$ cat src/rtl/clock_pkg.sv
// Shared types and constants for the clock-face CORDIC sharing logic.
// Requester angles are 9 bits wide, so inputs above 359 fold back with a single subtract.
package clock_pkg;

   typedef enum logic [1:0] {
      IDLE  = 2'd0,
      ISSUE = 2'd1,
      WAIT  = 2'd2,
      RESP  = 2'd3
   } state_e;

   localparam int DEG_FULL = 360;
   localparam int CORDIC_W = 16;
   localparam int ANG_W    = 9;

   function automatic logic [ANG_W-1:0] norm_angle(input logic [ANG_W-1:0] a);
      if (a >= ANG_W'(DEG_FULL)) begin
         return a - ANG_W'(DEG_FULL);
      end
      return a;
   endfunction

endpackage

$ cat src/rtl/cordic_arbiter_rr_picker.sv
// Combinational round-robin select: first set request strictly after last_grant, wrapping.
module rr_picker #(
   parameter int NUM_REQ = 4,
   parameter int ID_W    = 2
) (
   input  logic [NUM_REQ-1:0] req,
   input  logic [ID_W-1:0]    last_grant,
   output logic [ID_W-1:0]    grant,
   output logic               any_req
);

   localparam int IW = (NUM_REQ > 1) ? $clog2(NUM_REQ) : 1;

   int idx;

   // Scan from the farthest candidate to the nearest so the nearest set bit is written last.
   always_comb begin
      grant   = '0;
      any_req = 1'b0;
      idx     = 0;
      for (int k = NUM_REQ; k >= 1; k--) begin
         idx = int'(last_grant) + k;
         if (idx >= NUM_REQ) begin
            idx = idx - NUM_REQ;
         end
         if (req[idx[IW-1:0]]) begin
            grant   = ID_W'(idx);
            any_req = 1'b1;
         end
      end
   end

endmodule

$ cat src/rtl/cordic_arbiter.sv
// Round-robin front end that time-shares one cordic_sin_cos core between hand renderers,
// with a minimum-latency mask for stale level-done and a hung-core timeout.
module cordic_arbiter
   import clock_pkg::*;
#(
   parameter int NUM_REQ        = 4,
   parameter int ID_W           = 2,
   parameter int MIN_LATENCY    = 2,
   parameter int TIMEOUT_CYCLES = 64
) (
   input  logic                   clk,
   input  logic                   reset,
   input  logic [NUM_REQ-1:0]     req_valid,
   input  logic [NUM_REQ*9-1:0]   req_angle,
   output logic [NUM_REQ-1:0]     req_ready,
   output logic                   rsp_valid,
   output logic [ID_W-1:0]        rsp_id,
   output logic [CORDIC_W-1:0]    rsp_sin,
   output logic [CORDIC_W-1:0]    rsp_cos,
   output logic                   rsp_err,
   output logic                   busy,
   output logic                   cordic_start,
   output logic [CORDIC_W-1:0]    cordic_angle,
   input  logic [CORDIC_W-1:0]    cordic_sin,
   input  logic [CORDIC_W-1:0]    cordic_cos,
   input  logic                   cordic_done
);

   localparam int CNT_W = $clog2(TIMEOUT_CYCLES) + 1;

   state_e               state_q, state_d;
   logic [CNT_W-1:0]     cnt_q, cnt_d;
   logic [ID_W-1:0]      last_grant_q, last_grant_d;
   logic [ID_W-1:0]      id_q, id_d;
   logic [ANG_W-1:0]     angle_q, angle_d;
   logic [CORDIC_W-1:0]  cap_sin_q, cap_sin_d;
   logic [CORDIC_W-1:0]  cap_cos_q, cap_cos_d;
   logic                 cap_err_q, cap_err_d;
   logic [NUM_REQ-1:0]   req_ready_q, req_ready_d;
   logic                 rsp_valid_q, rsp_valid_d;
   logic [ID_W-1:0]      rsp_id_q, rsp_id_d;
   logic [CORDIC_W-1:0]  rsp_sin_q, rsp_sin_d;
   logic [CORDIC_W-1:0]  rsp_cos_q, rsp_cos_d;
   logic                 rsp_err_q, rsp_err_d;
   logic                 busy_q, busy_d;
   logic                 cordic_start_q, cordic_start_d;

   logic [ID_W-1:0]      pick_id;
   logic                 pick_any;
   logic [ANG_W-1:0]     ang_arr [NUM_REQ];
   logic                 done_ok;
   logic                 timed_out;

   for (genvar gi = 0; gi < NUM_REQ; gi++) begin : g_ang
      assign ang_arr[gi] = req_angle[gi*ANG_W +: ANG_W];
   end

   rr_picker #(
      .NUM_REQ (NUM_REQ),
      .ID_W    (ID_W)
   ) u_picker (
      .req        (req_valid),
      .last_grant (last_grant_q),
      .grant      (pick_id),
      .any_req    (pick_any)
   );

   // A level done left over from the previous operation is still visible right after start.
   assign done_ok   = cordic_done && (int'(cnt_q) >= MIN_LATENCY - 1);
   assign timed_out = (int'(cnt_q) == TIMEOUT_CYCLES - 1);

   always_comb begin
      state_d        = state_q;
      cnt_d          = cnt_q;
      last_grant_d   = last_grant_q;
      id_d           = id_q;
      angle_d        = angle_q;
      cap_sin_d      = cap_sin_q;
      cap_cos_d      = cap_cos_q;
      cap_err_d      = cap_err_q;
      req_ready_d    = '0;
      rsp_valid_d    = 1'b0;
      rsp_id_d       = rsp_id_q;
      rsp_sin_d      = rsp_sin_q;
      rsp_cos_d      = rsp_cos_q;
      rsp_err_d      = 1'b0;
      cordic_start_d = 1'b0;

      case (state_q)
         IDLE: begin
            if (pick_any) begin
               id_d           = pick_id;
               angle_d        = norm_angle(ang_arr[pick_id]);
               req_ready_d    = NUM_REQ'(1) << pick_id;
               cordic_start_d = 1'b1;
               state_d        = ISSUE;
            end
         end
         ISSUE: begin
            cnt_d   = '0;
            state_d = WAIT;
         end
         WAIT: begin
            cnt_d = cnt_q + 1'b1;
            if (done_ok) begin
               cap_sin_d = cordic_sin;
               cap_cos_d = cordic_cos;
               cap_err_d = 1'b0;
               state_d   = RESP;
            end else if (timed_out) begin
               cap_sin_d = '0;
               cap_cos_d = '0;
               cap_err_d = 1'b1;
               state_d   = RESP;
            end
         end
         RESP: begin
            rsp_valid_d  = 1'b1;
            rsp_id_d     = id_q;
            rsp_sin_d    = cap_sin_q;
            rsp_cos_d    = cap_cos_q;
            rsp_err_d    = cap_err_q;
            last_grant_d = id_q;
            state_d      = IDLE;
         end
         default: state_d = IDLE;
      endcase

      busy_d = (state_d != IDLE);
   end

   always_ff @(posedge clk or posedge reset) begin
      if (reset) begin
         state_q        <= IDLE;
         cnt_q          <= '0;
         last_grant_q   <= ID_W'(NUM_REQ - 1);
         id_q           <= '0;
         angle_q        <= '0;
         cap_sin_q      <= '0;
         cap_cos_q      <= '0;
         cap_err_q      <= 1'b0;
         req_ready_q    <= '0;
         rsp_valid_q    <= 1'b0;
         rsp_id_q       <= '0;
         rsp_sin_q      <= '0;
         rsp_cos_q      <= '0;
         rsp_err_q      <= 1'b0;
         busy_q         <= 1'b0;
         cordic_start_q <= 1'b0;
      end else begin
         state_q        <= state_d;
         cnt_q          <= cnt_d;
         last_grant_q   <= last_grant_d;
         id_q           <= id_d;
         angle_q        <= angle_d;
         cap_sin_q      <= cap_sin_d;
         cap_cos_q      <= cap_cos_d;
         cap_err_q      <= cap_err_d;
         req_ready_q    <= req_ready_d;
         rsp_valid_q    <= rsp_valid_d;
         rsp_id_q       <= rsp_id_d;
         rsp_sin_q      <= rsp_sin_d;
         rsp_cos_q      <= rsp_cos_d;
         rsp_err_q      <= rsp_err_d;
         busy_q         <= busy_d;
         cordic_start_q <= cordic_start_d;
      end
   end

   assign req_ready    = req_ready_q;
   assign rsp_valid    = rsp_valid_q;
   assign rsp_id       = rsp_id_q;
   assign rsp_sin      = rsp_sin_q;
   assign rsp_cos      = rsp_cos_q;
   assign rsp_err      = rsp_err_q;
   assign busy         = busy_q;
   assign cordic_start = cordic_start_q;
   assign cordic_angle = {{(CORDIC_W-ANG_W){1'b0}}, angle_q};

endmodule

$ cat config.mk
export PLATFORM = sky130hd
export DESIGN_NAME = cordic_arbiter
export DESIGN_NICKNAME = d
export VERILOG_FILES = /design/src/rtl/clock_pkg.sv /design/src/rtl/cordic_arbiter_rr_picker.sv /design/src/rtl/cordic_arbiter.sv
export SDC_FILE = /design/constraint.sdc
export NUM_CORES = 1
export LEC_CHECK = 0
export BUFFER_PORTS_ARGS = -buffer_cell sky130_fd_sc_hd__buf_2
export CAP_MARGIN = 25
export CORE_MARGIN = 4
export CORE_UTILIZATION = 50
export DETAILED_ROUTE_END_ITERATION = 7
export GPL_TIMING_DRIVEN = 0
export PLACE_DENSITY = 0.81
export SETUP_SLACK_MARGIN = 0.02
export SLEW_MARGIN = 10
export SYNTH_ARGS = -nofsm -noshare
export SYNTH_HDL_FRONTEND = slang
export SYNTH_HIERARCHICAL = 1
export SYNTH_SLANG_ARGS = --single-unit
$ cat constraint.sdc
create_clock -name clk -period 7.76 [get_ports clk]
set_input_delay 1.94 -clock clk [delete_from_list [all_inputs] [get_ports clk]]
set_output_delay 1.94 -clock clk [all_outputs]
set_load 0.01 [all_outputs]
==> impl_metrics.tcl <==
set metrics [dict create \
    critPathArrivalTime_ns 4.59 \
    synth_top_family_by_area "multiplexers" \
    ir_worst_vdd_v 0.0002111 \
    gp_routability_congestion 0.8693 \
    via_per_inst 5.364 \
    htree_levels 3 \
    dieArea_um2 9822 \
    setup_tns_ns 0 \
    dieWidth_um 99.11 \
    cp_top_family "compound AO/OA/AOI/OAI gates" \
    grt_max_degree 62 \
    max_freq_mhz 229.7 \
    grt.busiest_layer "met2" \
    start_util_pct 52.62 \
    drc 0 \
    hp-start "angle_q[7]" \
    area_growth_pct 24.03 \
    track_usage_pct 19.94 \
    postCtsSetupRepairBufs 0 \
    coreArea_um2 7888 \
    synth_top_area_share_pct 57.28 \
    vias 3068 \
    firstDrtPassIters 4 \
    async_flop_share_pct 100.0 \
    required_ns 7.99 \
    outcome "finished clean" \
    antennaDiodeCount 0 \
    crit_chain "buf_2, a21oi_1, a31oi_1, a21oi_1, buf_1, mux4_2, or4_4, o32ai_4, xnor2_1, o21ai_1" \
    use_met2_pct 31.61 \
    powerDensity_nw_per_um2 383.6 \
    synth_ff_type "dfrtp_1" \
    use_met3_pct 7.083 \
    cts_tree "yes" \
    critPathSlowestCell "or4_4" \
    critical-path-max-stage-delay_ns 0.48 \
    synth.largest_area_cell "dfrtp_1" \
    drive_above_1_share_pct 41.70 \
    layout_commonest_cell "buf_2" \
    finalHoldViolations 0 \
    p_leak_nw 2.622 \
    yosysWarnings 6 \
    ant_nets 0 \
    synth_seq_cells 97 \
    max_cap_viol_count 0 \
    drt-initial-drc-count 111 \
    hold_class "reg -> reg" \
    grt_pass1_vias 3249 \
    synthTopCellsByArea "dfrtp_1, mux2_2, a22o_1" \
    r2r_start "last_grant_q[1]" \
    synthAdderAreaFrac_pct 1.809 \
    cp_max_fo 10 \
    synth_edf_count 0 \
    synth_xor_area_share_pct 0.4221 \
    cts_sinks 97 \
    dp_cells 557 \
    cts_root_buf "clkbuf_8" \
    synthCells 323 \
    ys_seq_area_share_pct 58.55 \
    period_share_pct 56.10 \
    ys_types 50 \
    dp_hpwl_um 7071 \
    crit_top_cell "a21oi_1" \
    io_buffers 125 \
    cts_buffers 9 \
    syn_area_um2 4150 \
    muxShareOfSynthArea_pct 14.32 \
    cts.clk_slew.worst_paths_ns 0.09 \
    crit_start "req_valid[1]" \
    wl_per_cell_um 16.45 \
    cts_hold_buf 0 \
    cts_resized 0 \
    clock_path_buffers 2 \
    synthSimpleGateAreaFrac_pct 7.085 \
    num_rows 32 \
    syn_area_per_cell_um2 12.85 \
    nNetsFinal 547 \
    worst-setup-path-type "in -> reg" \
    wl_um 9409 \
    finalMaxSlewViolations 0 \
    met1_usage_pct 26.13 \
    slew_headroom_pct 58.65 \
    period_needed_ns 4.353 \
    crit_path_start_kind "primary input" \
    io_pins 133 \
    worstMarginPinSlew_ns 0.6203 \
    rsz0062_at_grt "false" \
    endpoint_kind "register" \
    synth_compound_area_share_pct 13.20 \
    setup_viol 0 \
    instances_no_fill 572 \
    skew_ns 0.007068 \
    worst-path-buf-inv 2 \
    insertion_delay_ns 0.35 \
    layout_common_cells "buf_2, dfrtp_1, nand2_1" \
    antenna_found_initial 0 \
    grt_pass1_wl_um 15680 \
    die_h_um 99.11 \
    grt_overflow_total 0 \
]
## state kept, by name (all words and copies together) (netlist names), 2 cells and up
| name | count |
|---|---|
| req_ready | 4 |
| rsp_cos | 16 |
| cap_cos_q | 16 |
| id_q | 2 |
| cnt_q | 7 |
| rsp_sin | 16 |
| rsp_id | 2 |
| last_grant_q | 2 |
| state_q | 2 |
| angle_q | 9 |
| cap_sin_q | 16 |
## metrics by stage
stage	hold WS, ns	power [mW]	area (um2)	utilization (%)	worst slack, ns
after detailed placement	0.4667	1.668	4956	62.83	3.109
after floorplan	0.4458	1.386	4173	-	3.290
after global routing	0.5180	2.123	5147	65.26	3.203
after global placement	0.4560	1.621	4926	62.45	2.332
final	0.4904	1.975	5147	65.26	3.407
after CTS	0.4882	1.995	5147	65.26	3.479
## worst min-delay path, cell delays in order, from the launching register on
cell     delay (ns)
dfrtp_1        0.35
nand2_1        0.05
o21ai_1        0.06
## cell families (layout without fill, tap and decap cells)
logic type | after synthesis | in the layout
fa+ha+maj | 6 | 6
buf+inv | 41 | 182
flops | 97 | 97
xor+xnor | 2 | 2
simple gates | 63 | 63
compound gates | 70 | 70
other cells | 1 | 7
mux | 43 | 43
## cell type report
type,instances,area [um2]
clock inverters,6,67.56
flip-flops and latches,97,2430
clock buffers,9,123.9
fillers,619,2740
repair buffers,126,653.1
plain buffers,24,123.9
inverters,17,66.31
multi-input cells,191,1555
well taps,102,127.6
## power by group
group          leakage (nW)  total [mW]  switching, mW  internal, mW
Combinational          1.30       0.816          0.426         0.391
Clock                0.0921       0.322          0.173         0.149
Sequential             1.23       0.836          0.113         0.723
Total                  2.62        1.97          0.712          1.26
## per-layer routing
layer / up-vias / share of wire (%)
li1: 1441 / -
met1: 1514 / 42
met2: 107 / 48
met3: 6 / 9.5
met4: 0 / 0.78
met5: - / 0
## worst paths after layout
path	cells after the start	slack [ns]	end
hold reg to reg	2	0.49	angle_q[7]
max in group asynchronous	3	5.51	cap_cos_q[3]
setup reg to reg	8	4.61	angle_q[3]
setup / recovery	10	3.41	angle_q[3]
min in group asynchronous	2	1.61	busy
hold / removal	2	0.49	angle_q[7]
## synth_stat cells, types with 2 or more instances
cell	count
a21oi_1	7
a22o_1	32
a31oi_1	3
and2_1	2
buf_4	7
clkbuf_1	15
dfrtp_1	95
dfstp_2	2
ha_1	6
inv_1	16
mux2_2	32
mux2i_1	2
mux4_1	3
mux4_2	6
nand2_1	33
nand2b_1	3
nand3_1	2
nor2_1	8
nor3_1	3
nor4_1	3
o21ai_0	8
o21ai_1	5
o22ai_1	2
o311ai_1	2
(Power assumes the default switching activity.)
